===== config.mk =====
export PLATFORM = sky130hd
export DESIGN_NAME = clk_en_divider
export DESIGN_NICKNAME = d
export VERILOG_FILES = /design/src/rtl/clk_en_divider.sv
export SDC_FILE = /design/constraint.sdc
export NUM_CORES = 1
export LEC_CHECK = 0
export BUFFER_PORTS_ARGS = -buffer_cell sky130_fd_sc_hd__buf_2
export CORE_MARGIN = 4
export CORE_UTILIZATION = 40
export CTS_CLUSTER_DIAMETER = 120
export DETAILED_ROUTE_END_ITERATION = 7
export PLACE_DENSITY_LB_ADDON = 0.25
export SLEW_MARGIN = 20
export SYNTH_ARGS = -nofsm -noshare
export SYNTH_HDL_FRONTEND = slang
export SYNTH_SLANG_ARGS = --single-unit

===== constraint.sdc =====
create_clock -name clk -period 8.15 [get_ports clk]
set_input_delay 0.4075 -clock clk [delete_from_list [all_inputs] [get_ports clk]]
set_output_delay 0.4075 -clock clk [all_outputs]
set_load 0.005 [all_outputs]

===== src/rtl/clk_en_divider.sv =====
// -----------------------------------------------------------------------------
// clk_en_divider
//
// Programmable divide-by-N stage. Produces a one-cycle enable strobe (tick)
// and a registered square wave (div_clk), both in the clk domain, so that
// downstream stages can use tick as a clock enable instead of a derived clock.
// The divisor may be changed at run time; while counting, a new divisor is
// held pending and applied at the next period boundary so no period is cut
// short or stretched.
//
// Ports:
//   clk       in   system clock, all logic on rising edge
//   reset     in   synchronous, active-high reset (dominates load and en)
//   en        in   count enable; 0 freezes phase and div_clk, forces tick low
//   load      in   one-cycle request to take div_val as the new divisor
//   div_val   in   requested divisor N (WIDTH bits); 0 and 1 clamp to 2
//   tick      out  one-cycle strobe in the last cycle of each period
//   div_clk   out  square wave: low for floor(N/2), high for ceil(N/2) cycles
//   phase     out  current counter value, 0..N-1
//   upd_pend  out  a new divisor has been captured but not yet applied
// -----------------------------------------------------------------------------
module clk_en_divider #(
  parameter int unsigned WIDTH       = 8,
  parameter int unsigned DEFAULT_DIV = 4
) (
  input  logic             clk,
  input  logic             reset,
  input  logic             en,
  input  logic             load,
  input  logic [WIDTH-1:0] div_val,
  output logic             tick,
  output logic             div_clk,
  output logic [WIDTH-1:0] phase,
  output logic             upd_pend
);

  // Divisors below 2 cannot produce a distinct terminal cycle, so force 2.
  function automatic logic [WIDTH-1:0] clamp_div(input logic [WIDTH-1:0] x);
    logic [WIDTH-1:0] r;
    if (x < WIDTH'(2)) begin
      r = WIDTH'(2);
    end else begin
      r = x;
    end
    return r;
  endfunction

  localparam logic [WIDTH-1:0] DEFAULT_DIV_C =
    (DEFAULT_DIV < 32'd2) ? WIDTH'(2) : WIDTH'(DEFAULT_DIV);

  logic [WIDTH-1:0] phase_r;
  logic [WIDTH-1:0] div_r;
  logic [WIDTH-1:0] pend_r;
  logic             upd_pend_r;
  logic             tick_r;
  logic             div_clk_r;

  logic [WIDTH-1:0] phase_s;
  logic [WIDTH-1:0] div_s;
  logic [WIDTH-1:0] pend_s;
  logic             upd_pend_s;
  logic             tick_s;
  logic             div_clk_s;
  logic [WIDTH-1:0] load_val_s;
  logic             terminal_s;

  // Next-state evaluation; outputs are derived from the next phase/divisor so
  // the registered tick and div_clk line up with the registered phase.
  always_comb begin
    load_val_s = clamp_div(div_val);
    // div_r >= 2 always, so div_r - 1 never underflows.
    terminal_s = (phase_r == (div_r - WIDTH'(1)));

    phase_s    = phase_r;
    div_s      = div_r;
    pend_s     = pend_r;
    upd_pend_s = upd_pend_r;
    tick_s     = 1'b0;
    div_clk_s  = div_clk_r;

    if (!en) begin
      if (load) begin
        // Frozen stage: nothing is mid-period, so restart with the new N now.
        div_s      = load_val_s;
        phase_s    = '0;
        div_clk_s  = 1'b0;
        upd_pend_s = 1'b0;
      end else begin
        phase_s    = phase_r;
        div_clk_s  = div_clk_r;
      end
    end else begin
      if (terminal_s) begin
        phase_s = '0;
        if (load) begin
          // Request arriving on the wrap itself is taken at this boundary.
          div_s      = load_val_s;
          upd_pend_s = 1'b0;
        end else if (upd_pend_r) begin
          div_s      = pend_r;
          upd_pend_s = 1'b0;
        end else begin
          div_s      = div_r;
        end
      end else begin
        phase_s = phase_r + WIDTH'(1);
        if (load) begin
          // Last request wins; apply point stays at the current wrap.
          pend_s     = load_val_s;
          upd_pend_s = 1'b1;
        end else begin
          pend_s     = pend_r;
        end
      end
      tick_s    = (phase_s == (div_s - WIDTH'(1)));
      div_clk_s = (phase_s >= (div_s >> 1));
    end
  end

  // State and output registers with synchronous reset.
  always_ff @(posedge clk) begin
    if (reset) begin
      phase_r    <= '0;
      div_r      <= DEFAULT_DIV_C;
      pend_r     <= '0;
      upd_pend_r <= 1'b0;
      tick_r     <= 1'b0;
      div_clk_r  <= 1'b0;
    end else begin
      phase_r    <= phase_s;
      div_r      <= div_s;
      pend_r     <= pend_s;
      upd_pend_r <= upd_pend_s;
      tick_r     <= tick_s;
      div_clk_r  <= div_clk_s;
    end
  end

  assign tick     = tick_r;
  assign div_clk  = div_clk_r;
  assign phase    = phase_r;
  assign upd_pend = upd_pend_r;

endmodule


==> run_results.csv <==
group,metric,value,unit
layout,area_growth,5.94,%
grt,grt_pass1_wl,10700,um
routing,dr.pass1.iters,6,
worst_setup_path,crit_end,"tick$_SDFF_PP0_",
clock_tree,post-cts-setup-buffers,0,
logic_synthesis,synth_most_common_cell,"nor2_1",
grt,grt_start_max_net_pins,30,
sta,worst_slew_pin_slew,0.590,ns
logic_synthesis,ys_warn_count,0,
sta,clock_skew,0.0148,ns
placement,io_buffers,22,
worst_setup_path,start_kind,"register",
floorplan,initial_core_util,42.0,%
sta,setup_violations,0,
floorplan,io_pins,23,
power_and_ir_drop,cellPowerDensity,131,nW/um^2
logic_synthesis,synth_area_leaders,"dfxtp_1, nor2_1, a21oi_1",
logic_synthesis,synth_common_cells,"nor2_1, a21oi_1, dfxtp_1, a211oi_1, o21ai_0",
worst_setup_path,r2r-end,"tick$_SDFF_PP0_",
logic_synthesis,syn_nets,330,
worst_setup_path,cp_data_required_time,8.35,ns
placement,dpl_cell_area,2450,um^2
clock_tree,clk_latency,0.28,ns
clock_tree,cts_root_buf,"clkbuf_8",
grt,grt_pass1_vias,2082,
worst_setup_path,crit_path_end_kind,"register",
worst_setup_path,crit-reg2reg-launch,"div_r[0]$_SDFFE_PP0P_",
routing,wl,6380,um
clock_tree,clk_pin_slew,0.11,ns
placement,dp_hpwl,4730,um
clock_tree,cts_made_buffers,3,
routing,drc,0,
worst_setup_path,worstRegToRegCells,14,
logic_synthesis,syn_inst,308,
logic_synthesis,ys_types,64,
grt,gr-total-overflow,0,
sta,timing.max_slew.rel_slack,60.7,%
clock_tree,cts_resized,0,
placement,place_congestion,0.915,
layout,drive_gt1_share,14.1,%
logic_synthesis,ys_ff_latch,27,
clock_tree,cts_hold_buffers,0,
layout,diodes,0,
layout,finalInstanceArea,2500,um^2
floorplan,die_y,84.8,um
worst_setup_path,startpoint,"div_r[0]$_SDFFE_PP0P_",
logic_synthesis,synthFlopType,"dfxtp_1",
sta,min_period,4.15,ns
routing,antenna_left,0,
worst_setup_path,critPathArrivalTime,4.35,ns
power_and_ir_drop,peakVddDrop,0.0783,mV
sta,rsz0062_at_grt,"no",
sta,period_share,50.9,%
floorplan,die_w,84.8,um
logic_synthesis,avgSynthCellArea,7.65,um^2
logic_synthesis,synth-seq-area-share,22.9,%
logic_synthesis,async_reset_ff_share,0,%
job,cap_viol_max_count,0,
clock_tree,clock_path_buffers,2,
logic_synthesis,synth_edf_count,0,
worst_setup_path,worstPathMaxFanout,13,
sta,hold_violations,0,
grt,antenna_found_initial,0,
routing,dr_total_vias,2252,
routing,viasPerCell,5.86,
routing,wl_per_cell,16.6,um
logic_synthesis,yosysTopAreaCell,"dfxtp_1",
logic_synthesis,synth_top_area_share,22.9,%
clock_tree,cts-htree-levels,1,
sta,fmax,241,MHz
worst_setup_path,reg2reg_slack,4.00,ns
floorplan,core,5610,um^2
clock_tree,tritoncts,"yes",
routing,drt_iter0_markers,200,
worst_setup_path,critical_path_class,"register to register",
power_and_ir_drop,power_leakage,0.00106,uW
sta,drv_slew,0,
layout,nets,335,
hold_path,hold_class,"primary input to register",
floorplan,num_rows,27,
clock_tree,numClockSinks,27,
grt,track_usage,18.1,%
logic_synthesis,synthesis.area,2360,um^2
sta,fin_tns_setup,0,ns
floorplan,dieArea,7190,um^2
run_status,status,"complete, no violations",
-- power breakdown --
group	switching [uW]	internal (uW)
combinational	55.9	39.9
clock	44.5	35.1
sequential	13.0	138
-- final cells by class --
type | instances | area, um^2
Sequential cell | 27 | 541
Fill cell | 606 | 3110
Clock buffer | 4 | 45.0
Inverter | 10 | 37.5
Timing Repair Buffer | 22 | 110
Multi-Input combinational cell | 249 | 1670
Tap cell | 72 | 90.1
-- layer usage --
metal,track usage [%],vias to the layer above,part of all wire (%)
li1,-,1127,-
met1,25.7,1052,47
met2,29.0,67,46
met3,2.26,6,5.7
met4,4.32,0,1.2
met5,0,-,0
-- worst max-delay path, stage by stage (launching register included) --
cell and delay [ns]:
dfxtp_1 0.53, inv_1 0.14, ha_1 0.33, o21bai_1 0.20, a211oi_1 0.25, o21bai_1 0.13, nand2b_1 0.38, a31oi_1 0.20
nor2_1 0.22, inv_1 0.07, ha_1 0.26, or3_1 0.39, a211o_1 0.30, or4b_1 0.48, a221oi_2 0.18
-- placed cells by master (no fill, tap or decap), drive strengths merged, types with 2 or more instances in the layout --
cell    synthesis  final
clkbuf         12      4
or3             2      2
nor3            8      8
nand2          11     11
o221ai          2      2
dfxtp          27     27
or3b            2      2
mux2i           7      7
o22ai           4      4
a211oi         17     17
and2            5      5
a31oi           5      5
a21o            2      2
nand4           2      2
buf            10     22
and3           11     11
nor2b           8      8
or2             4      4
nand3          10     10
or4b            2      2
ha             10     10
a21boi          5      5
nor2           39     39
o21ai          17     17
nand2b          6      6
xor2           10     10
o21bai          3      3
a21oi          28     28
nor4            2      2
inv            10     10
mux2            2      2
xnor2           9      9
-- kinds of logic after synthesis --
group           after synthesis  synth area share (%)
flops                        27                  22.9
fa+ha+maj                    10                  5.31
buf+inv                      32                  6.05
xor+xnor                     19                  7.06
mux                           9                  3.93
simple gates                118                  28.2
compound gates               93                  26.5
-- metrics by stage --
stage | total power (uW) | setup slack (ns) | hold slack [ns] | cells | util, %
finish | 327 | 4.00 | 0.383 | 384 | 44.5
global route | 347 | 3.67 | 0.390 | 384 | 44.5
CTS | 329 | 4.04 | 0.381 | 384 | 44.5
detailed placement | 248 | 4.06 | 0.484 | 380 | 43.7
global placement | 248 | 4.13 | 0.466 | 380 | 43.7
floorplan | 227 | 4.45 | 0.449 | 308 | -
-- sequential cells by signal (all words and copies together) (netlist names) --
register	count
upd_pend	1
phase	8
div_clk	1
div_r	8
tick	1
pend_r	8
-- worst min path at each step --
stage / depth (start not counted) / endpoint / from / slack, ns
2_1_floorplan: 2 / pend_r[1]$_SDFFE_PP0P_ / pend_r[1]$_SDFFE_PP0P_ / 0.45
3_3_place_gp: 2 / pend_r[4]$_SDFFE_PP0P_ / pend_r[4]$_SDFFE_PP0P_ / 0.47
3_5_place_dp: 2 / pend_r[5]$_SDFFE_PP0P_ / pend_r[5]$_SDFFE_PP0P_ / 0.48
4_1_cts: 3 / pend_r[2]$_SDFFE_PP0P_ / div_val[2] / 0.38
5_1_grt: 3 / pend_r[2]$_SDFFE_PP0P_ / div_val[2] / 0.39
6_report: 3 / pend_r[2]$_SDFFE_PP0P_ / div_val[2] / 0.38
Note: power is estimated with default switching activity, not from simulation.
